==> src/rtl/serial_subtractor_64bit.sv <==
// Bit-serial a - b - bin: one full-subtractor cell and one borrow flop, LSB first.
// Latency: done pulses in the cycle that begins 64 edges after the edge that accepted start.
// Backpressure: start is accepted only in IDLE or DONE; during RUN it is ignored (busy=1).
module serial_subtractor_64bit #(
    parameter int WIDTH = 64
) (
    input  logic             clk,
    input  logic             rst,
    input  logic             start,
    input  logic [WIDTH-1:0] a,
    input  logic [WIDTH-1:0] b,
    input  logic             bin,
    output logic             busy,
    output logic             done,
    output logic [WIDTH-1:0] diff,
    output logic             bout,
    output logic             ovf
);

    localparam int CW = $clog2(WIDTH);
    localparam logic [CW-1:0] LAST = CW'(WIDTH - 1);

    typedef enum logic [1:0] {
        S_IDLE = 2'd0,
        S_RUN  = 2'd1,
        S_DONE = 2'd2
    } state_t;

    state_t state;
    state_t state_nxt;

    logic [WIDTH-1:0] a_sr;
    logic [WIDTH-1:0] b_sr;
    logic [WIDTH-2:0] res_sr;   // bits 0..62 collect here; bit 63 goes straight to diff
    logic             br;
    logic [CW-1:0]    cnt;
    logic             a_msb;
    logic             b_msb;

    logic load;
    logic ai;
    logic bi;
    logic d;
    logic br_nxt;

    // Per-bit full-subtractor cell operating on the current LSBs
    assign ai     = a_sr[0];
    assign bi     = b_sr[0];
    assign d      = ai ^ bi ^ br;
    assign br_nxt = (~ai & bi) | (~(ai ^ bi) & br);

    // A new job is taken from IDLE, or straight out of DONE for back-to-back operation
    assign load = start && ((state == S_IDLE) || (state == S_DONE));

    // State register
    always_ff @(posedge clk or posedge rst) begin
        if (rst) begin
            state <= S_IDLE;
        end else begin
            state <= state_nxt;
        end
    end

    // Next-state logic
    always_comb begin
        state_nxt = state;
        case (state)
            S_IDLE:  if (start) state_nxt = S_RUN;
            S_RUN:   if (cnt == LAST) state_nxt = S_DONE;
            S_DONE:  state_nxt = start ? S_RUN : S_IDLE;
            default: state_nxt = S_IDLE;
        endcase
    end

    // Status outputs are pure decodes of the registered state
    always_comb begin
        busy = (state == S_RUN);
        done = (state == S_DONE);
    end

    // Operand load, serial shift, and result capture on the final bit
    always_ff @(posedge clk or posedge rst) begin
        if (rst) begin
            a_sr   <= '0;
            b_sr   <= '0;
            res_sr <= '0;
            br     <= 1'b0;
            cnt    <= '0;
            a_msb  <= 1'b0;
            b_msb  <= 1'b0;
            diff   <= '0;
            bout   <= 1'b0;
            ovf    <= 1'b0;
        end else if (load) begin
            a_sr  <= a;
            b_sr  <= b;
            br    <= bin;
            a_msb <= a[WIDTH-1];
            b_msb <= b[WIDTH-1];
            cnt   <= '0;
        end else if (state == S_RUN) begin
            a_sr   <= {1'b0, a_sr[WIDTH-1:1]};
            b_sr   <= {1'b0, b_sr[WIDTH-1:1]};
            res_sr <= {d, res_sr[WIDTH-2:1]};
            br     <= br_nxt;
            cnt    <= cnt + 1'b1;
            if (cnt == LAST) begin
                // d here is the sign bit of the result; the latched signs give the overflow
                diff <= {d, res_sr};
                bout <= br_nxt;
                ovf  <= (a_msb != b_msb) && (d != a_msb);
            end
        end
    end

endmodule

==> config.mk <==
export PLATFORM = sky130hd
export DESIGN_NAME = serial_subtractor_64bit
export DESIGN_NICKNAME = d
export VERILOG_FILES = /design/src/rtl/serial_subtractor_64bit.sv
export SDC_FILE = /design/constraint.sdc
export NUM_CORES = 1
export LEC_CHECK = 0
export ABC_AREA = 1
export CORE_ASPECT_RATIO = 1.4
export CORE_MARGIN = 4
export CORE_UTILIZATION = 53
export CTS_BUF_LIST = sky130_fd_sc_hd__clkbuf_16
export DETAILED_ROUTE_END_ITERATION = 16
export GPL_TIMING_DRIVEN = 1
export PLACE_DENSITY = 0.8
export SETUP_SLACK_MARGIN = 0.05
export SLEW_MARGIN = 5
export SYNTH_ARGS = -nofsm -noshare
export SYNTH_HDL_FRONTEND = slang
export SYNTH_SLANG_ARGS = --single-unit
==> constraint.sdc <==
create_clock -name clk -period 13.1 [get_ports clk]
set_clock_uncertainty 0.05 [all_clocks]
set_input_delay 2.62 -clock clk [delete_from_list [all_inputs] [get_ports clk]]
set_output_delay 2.62 -clock clk [all_outputs]
set_load 0.02 [all_outputs]
Word-level counts from Yosys, hierarchy flattened:

Index checks and enable logic that the tools add are counted.

* word-level logic and storage cells: 47
* input bits: 132
* output and inout bits: 68
* register bits: 268

* add/sub/neg operators: 1
* reductions and logical operators: 8
* muxes and demuxes: 12
* equal/unequal tests: 7
* bitwise logic cells: 8

Operators by type and width (count)
* $mux W64: 4
* $mux W6: 2
* $add A6 B1 Y6 const B: 1
* $eq A6 B6 Y1 const B: 1
* $pmux W2 S3: 1
* $mux W2: 2
* $reduce_and A2 Y1: 2
* $mux W1: 3
* $not A1 Y1: 3
* $reduce_and A3 Y1: 1
* $and A1 B1 Y1: 2
* $eq A2 B1 Y1 const B: 1
* $eq A2 B2 Y1 const B: 1
* $logic_and A1 B1 Y1: 2
* $logic_not A2 Y1: 1
* $ne A1 B1 Y1: 2
* $ne A2 B1 Y1 const B: 1
* $ne A2 B2 Y1 const B: 1
* $reduce_bool A2 Y1: 1
* $xor A1 B1 Y1: 2
* $logic_or A1 B1 Y1: 1
* $or A1 B1 Y1: 1

Logic depth before layout (Yosys ltp):

Gate-level depths: netlist of the first run.

* depth in word-level cells: 6
* depth in mapped cells: 8

Worst setup path before layout of the first run:

OpenSTA, ideal clock, no wires.

* kind: reg2out
* start point: register state[0]
* end point: output port busy
* data arrival time: 0.928 ns
* slack: 9.502 ns
* required time: 10.430 ns
* buffers on the path: 1
* cell stages (with the launch flop): 4
* cell sequence: dfrtp_1 inv_2 nor2_2 clkbuf_1

* longest elaborated chain between the ends: 1

RTL lines
* from (decl): RTL line 29 `state_t state;`
* from (signal assigned): RTL line 60 `state <= state_nxt;`
* $eq A2 B1 Y1: RTL line 77 `busy = (state == S_RUN);`
* to (decl): RTL line 13 `output logic busy,`

No other way between the ends.

Final worst setup path of the first run:

* start point: input port start
* end point: register a_sr[63]

* longest elaborated chain between the ends: 2
* elaborated cells between the ends (all ways): 3
* classes of those cells: 1 x mux; 2 x reduce/logical

RTL lines
* from (decl): RTL line 9 `input logic start,`
* $logic_and A1 B1 Y1 *: RTL line 53 `assign load = start && ((state == S_IDLE) || (state == S_DONE));`
* $mux W64 / $reduce_bool A2 Y1 (equally long branches)
* to (signal assigned): RTL line 102 `a_sr <= {1'b0, a_sr[WIDTH-1:1]};`
* to (decl): RTL line 32 `logic [WIDTH-1:0] a_sr;`

Mark *: on every way between the ends. The rest lies on a longest branch, timed or not.
A chain may end at the register's enable or synchronous reset.

==> flow_metrics.env, run 1 <==
export IMPL_status="complete, no violations"
export IMPL_clock_fmax_mhz=190.5
export IMPL_cts_inserted_buffers=26
export IMPL_end_kind="flip-flop"
export IMPL_syn_nets=1464
export IMPL_final_antenna_net_count=0
export IMPL_grt_max_degree=136
export IMPL_synth_top_cell_area_share=0.5899
export IMPL_cp_required_ns=13.40
export IMPL_ys_ff_latch=268
export IMPL_cts_resized=0
export IMPL_diodes=0
export IMPL_drc_errors=0
export IMPL_synth_yosys_seq_area_share=0.5899
export IMPL_p_leak_nw=6.861
export IMPL_p_int_mw=1.272
export IMPL_hold_violations=0
export IMPL_power_frac_seq=0.508
export IMPL_register_area_um2=6706
export IMPL_clkPwrFrac=0.424
export IMPL_yosys_warnings=0
export IMPL_num_vias=8978
export IMPL_synth_area_um2=11370
export IMPL_grt_pass1_wl_um=41580
export IMPL_setup_tns_ns=0
export IMPL_grt_use_total=0.2045
export IMPL_clock_latency_ns=0.52
export IMPL_netlist_top_cells_area="dfrtp_1, nand2_1, inv_1"
export IMPL_final_cell_area_um2=14200
export IMPL_swShare=0.2217
export IMPL_drv_cap=0
export IMPL_avgViaCountPerCell=5.087
export IMPL_rows=63
export IMPL_io_buffers=199
export IMPL_critPathMaxFanout=76
export IMPL_hpwl_um=15740
export IMPL_die_w_um=131.8
export IMPL_core_area_um2=21130
export IMPL_worst_slew_pin_transition_ns=1.257
export IMPL_syn_inst=1330
export IMPL_wl_per_cell_um=13.84
export IMPL_fin_crit_sh=0.4008
export IMPL_nets=1622
export IMPL_power_per_cell_area_nw_per_um2=115.1
export IMPL_drt_iter0_drc=595
export IMPL_initial_core_util=0.5382
export IMPL_synth_cell_type_count=20
export IMPL_cts_root_buf="clkbuf_16"
export IMPL_clkSinkCount=268
export IMPL_postCtsSetupRepairBufs=0
export IMPL_area_growth_syn_to_layout_pct=24.93
export IMPL_htreeDepth=1
export IMPL_dieArea_um2=23890
export IMPL_cts_clk_slew_worst_paths_ns=0.06
export IMPL_min_from="res_sr[0]"
export IMPL_cts_tree="done"
export IMPL_ir_worst_vdd_uv=102.1
export IMPL_critPathLaunchType="primary input"
export IMPL_multi_input_area_um2=3476
export IMPL_pwr_share_comb=0.068
export IMPL_max_slew_margin=0.1623
export IMPL_io_pins=200
export IMPL_drive_above_1_share=0.03322
export IMPL_r2r_start="state[0]"
export IMPL_n_fill_cell=1729
export IMPL_finalWirelength_um=24420
export IMPL_worstSetupPathType="in -> reg"
export IMPL_cts_hold_buf=0
export IMPL_dr_pass1_iters=5
export IMPL_p_switching_mw=0.3626
export IMPL_antenna_found_initial=0
export IMPL_crit_arrival_ns=5.55
export IMPL_setup_violations=0
export IMPL_grt_pass1_vias=8809
export IMPL_hold_class="reg -> reg"
export IMPL_dpl_cell_area_um2=13420
export IMPL_slew_viol_final=0
export IMPL_worstSetupStartpoint="start"
export IMPL_place_congestion=0.8293
export IMPL_period_needed_ns=5.250
export IMPL_rsz0062_at_grt="false"
export IMPL_fp_dieH_um=181.3
export IMPL_synth_area_per_cell_um2=8.549
export IMPL_clockBufferDepth=3
export IMPL_synth_top_area_cell="dfrtp_1"
export IMPL_gr_total_overflow=0
## worst max-delay path, stage by stage
cell and delay [ns]:
clkdlybuf4s50_1 0.41, nand2_2 0.07, buf_4 0.59, clkinv_2 0.90, buf_4 0.61, nor2_1 0.24
a21oi_1 0.06
## power by group through the flow
| stage | Combinational, mW | Sequential, mW | Clock, mW |
|---|---|---|---|
| after floorplan | 0.0586 | 0.846 | 0 |
| after global placement | 0.111 | 0.846 | 0 |
| after detailed placement | 0.113 | 0.846 | 0 |
| after CTS | 0.114 | 0.830 | 0.705 |
| after global routing | 0.126 | 0.830 | 0.739 |
| final | 0.112 | 0.830 | 0.693 |
## flip-flops by register name, summed over array words and instances (netlist names), 2 cells and up
| signal | cells |
|---|---|
| state | 2 |
| cnt | 6 |
| res_sr | 63 |
| diff | 64 |
| a_sr | 64 |
| b_sr | 64 |
## area by class of cell
| type | instances | share of cell area |
|---|---|---|
| Timing Repair Buffer | 207 | 0.1445 |
| Sequential cell | 268 | 0.4722 |
| Clock buffer | 27 | 0.04757 |
| Inverter | 228 | 0.06087 |
| Tap cell | 260 | 0.02290 |
| Multi-Input combinational cell | 757 | 0.2447 |
| Clock inverter | 18 | 0.007312 |
## layer usage
layer  vias up  track usage  part of all wire
met5         -            0                 0
met1      4256       0.2770              0.44
met2       235       0.3470              0.49
li1       4449            -                 -
met3        38      0.02841             0.044
met4         0      0.05969             0.026
## cells in the mapped netlist
cell type and instances:
a21oi_1 3, buf_1 1, buf_2 44, buf_4 5
clkbuf_1 26, clkbuf_2 1, dfrtp_1 268, fa_1 1
ha_1 1, inv_1 225, inv_2 3, nand2_1 410
nand2_2 1, nand3_1 65, nand4_1 1, nor2_1 13
nor2_2 1, o211ai_1 63, o21ai_0 99, o21ai_1 99
## logic make-up after synthesis
kind of cell             share of synthesized area
adder cells (fa/ha/maj)                   0.002861
flip-flops                                  0.5899
AO/OA/AOI/OAI                               0.1301
AND/OR/NAND/NOR                             0.1699
buffers and inverters                       0.1073
## layout by cell type, fill, tap and decap left out, types with 2 or more instances in the layout
| master | instances |
|---|---|
| clkinv_2 | 5 |
| clkinv_1 | 8 |
| inv_1 | 228 |
| o21ai_1 | 99 |
| inv_2 | 2 |
| clkdlybuf4s50_1 | 199 |
| clkbuf_16 | 27 |
| nand3_1 | 64 |
| o211ai_1 | 63 |
| buf_4 | 8 |
| a21oi_1 | 3 |
| nor2_1 | 13 |
| nand2_4 | 2 |
| nand2_1 | 408 |
| dfrtp_1 | 268 |
| o21ai_0 | 99 |
## final timing paths
kind,slack [ns],endpoint,cells past startpoint
max,7.85,a_sr[63],7
min,0.42,diff[0],2
max reg2reg,9.84,a_sr[63],7
min reg2reg,0.42,diff[0],2
max in group asynchronous,8.15,res_sr[12],4
min in group asynchronous,2.61,b_sr[34],2
## through the flow
stage                     hold WS (ns)  cells    util  power (mW)  setup slack [ns]
final                           0.4221   1765  0.6724       1.635             7.850
after floorplan                 0.3922   1330       -      0.9046             3.048
after global routing            0.4491   1765  0.6724       1.695             7.554
after CTS                       0.4212   1765  0.6724       1.649             7.829
after detailed placement        0.4097   1720  0.6355      0.9590             7.311
after global placement          0.4055   1720  0.6355      0.9568             7.372
Note: power is estimated with default switching activity, not from simulation.
==> run 2: changes to the inputs <==
Settings changed: CORE_UTILIZATION 53 to 48, PLACE_DENSITY 0.8 to 0.77.
Clock period 13.1 ns to 4.48 ns, I/O delays scaled along.
==> flow_metrics.env, run 2 (synthesized netlist as in run 1, its figures left out) <==
export IMPL_postCtsSetupRepairBufs=0
export IMPL_clock_latency_ns=0.52
export IMPL_min_from="ovf"
export IMPL_place_congestion=0.7771
export IMPL_cts_clk_slew_worst_paths_ns=0.06
export IMPL_crit_arrival_ns=2.18
export IMPL_grt_max_degree=159
export IMPL_hpwl_um=15720
export IMPL_critPathLaunchType="flip-flop"
export IMPL_final_antenna_net_count=0
export IMPL_dr_pass1_iters=7
export IMPL_max_stage_delay_ns=0.71
export IMPL_initial_core_util=0.4882
export IMPL_utilization=0.6185
export IMPL_reg_top3="a_sr (64), b_sr (64), diff (64)"
export IMPL_critPathSlowestCell="clkdlybuf4s50_1"
export IMPL_area_growth_syn_to_layout_pct=26.69
export IMPL_cts_tree="done"
export IMPL_num_vias=8976
export IMPL_setup_violations=0
export IMPL_grt_pass1_vias=8878
export IMPL_crit_chain="inv_2 -> nor2_2 -> clkdlybuf4s50_1"
export IMPL_layout_cells_non_filler=1816
export IMPL_max_slew_margin=0.2444
export IMPL_htreeDepth=1
export IMPL_avgViaCountPerCell=4.943
export IMPL_finalWirelength_um=24290
export IMPL_die_w_um=138.1
export IMPL_path_buf_inv=2
export IMPL_hold_class="reg -> reg"
export IMPL_power_per_cell_area_nw_per_um2=344.6
export IMPL_cts_resized=0
export IMPL_cp_top_family="buffers and inverters"
export IMPL_grt_pass1_wl_um=41430
export IMPL_antenna_found_initial=1
export IMPL_drv_cap=0
export IMPL_gr_total_overflow=0
export IMPL_worst_slew_pin_transition_ns=1.133
export IMPL_clockBufferDepth=3
export IMPL_clock_fmax_mhz=320.4
export IMPL_rows=66
export IMPL_dieArea_um2=26250
export IMPL_io_pins=200
export IMPL_critPathMaxFanout=11
export IMPL_io_buffers=199
export IMPL_drc_errors=0
export IMPL_cts_root_buf="clkbuf_16"
export IMPL_hold_violations=0
export IMPL_multi_input_area_um2=3471
export IMPL_fin_crit_sh=0.6967
export IMPL_status="complete, no violations"
export IMPL_dp_cells=1767
export IMPL_layout_commonest_cell="nand2_1"
export IMPL_rsz0062_at_grt="false"
export IMPL_fp_dieH_um=190.1
export IMPL_most_common_layout_cells="nand2_1, dfrtp_1, inv_1"
export IMPL_p_leak_nw=6.907
export IMPL_grt_use_total=0.1834
export IMPL_worstSetupStartpoint="state[0]"
export IMPL_end_kind="output port"
export IMPL_r2r_start="state[0]"
export IMPL_nets=1623
export IMPL_clkSinkCount=268
export IMPL_n_fill_cell=1999
export IMPL_cts_inserted_buffers=26
export IMPL_ir_worst_vdd_uv=248.0
export IMPL_slew_viol_final=0
export IMPL_worstSetupPathType="reg -> out"
export IMPL_cp_required_ns=3.53
export IMPL_wl_per_cell_um=13.37
export IMPL_drive_above_1_share=0.03910
export IMPL_drt_iter0_drc=567
export IMPL_register_area_um2=6706
export IMPL_core_area_um2=23290
export IMPL_cts_hold_buf=0
export IMPL_period_needed_ns=3.121
==> run 2: cell count changes in the layout (fill, tap and decap cells not counted), sizes merged <==
cell / change
bufinv: +3
clkinvlp: +4
buf: +1
diode: +1
clkbuf: -1
inv: -3
==> run 2: path summary, 6_finish.rpt <==
check / to / slack (ns) / cells after the start
worst max-delay path: busy / 1.36 / 3
worst min-delay path: ovf / 0.43 / 2
worst max register to register: diff[9] / 2.03 / 6
worst min register to register: ovf / 0.43 / 2
max in group asynchronous: a_sr[52] / 2.91 / 3
min in group asynchronous: diff[45] / 0.89 / 3
==> run 2: where the power goes <==
part	leakage [nW]	internal, mW	switching (mW)
Clock	0.430	1.29	0.915
Sequential	3.42	2.43	0
Combinational	3.06	0.157	0.171
==> run 2: worst reg2reg max path: stages (launching register included) <==
cell and delay, ns:
dfrtp_1 0.44, inv_2 0.07, nor2_2 0.43, nand3_4 0.57
buf_4 0.52, nand2_1 0.15, o21ai_1 0.08
==> run 2: metrics by stage <==
step                      cell area [µm²]  total power [mW]  hold WS (ns)  setup TNS, ns  worst slack, ns
after floorplan                     11370             2.646        0.3922         -1.465        -0.005467
after global placement              13530             2.803        0.4036              0            1.714
after detailed placement            13530             2.807        0.4239              0            1.684
after CTS                           14400             5.031        0.4395              0            1.312
after global routing                14400             5.163        0.4533              0            1.245
final                               14400             4.963        0.4340              0            1.359
==> run 2: per-layer routing <==
layer  vias up  GRT usage  wire length, µm
met3        44    0.02841             1238
met5         -          0                0
li1       4457          -                -
met4         0    0.05323              626
met1      4229     0.2446            10540
met2       246     0.3132            11880
==> run 2: cell type report <==
| class | instances | area share |
|---|---|---|
| clock buffers | 26 | 0.04517 |
| flip-flops and latches | 268 | 0.4656 |
| diodes | 1 | 0.0001737 |
| well taps | 306 | 0.02658 |
| clock inverters | 22 | 0.01529 |
| multi-input cells | 757 | 0.2410 |
| repair buffers | 208 | 0.1465 |
| inverters | 228 | 0.05976 |
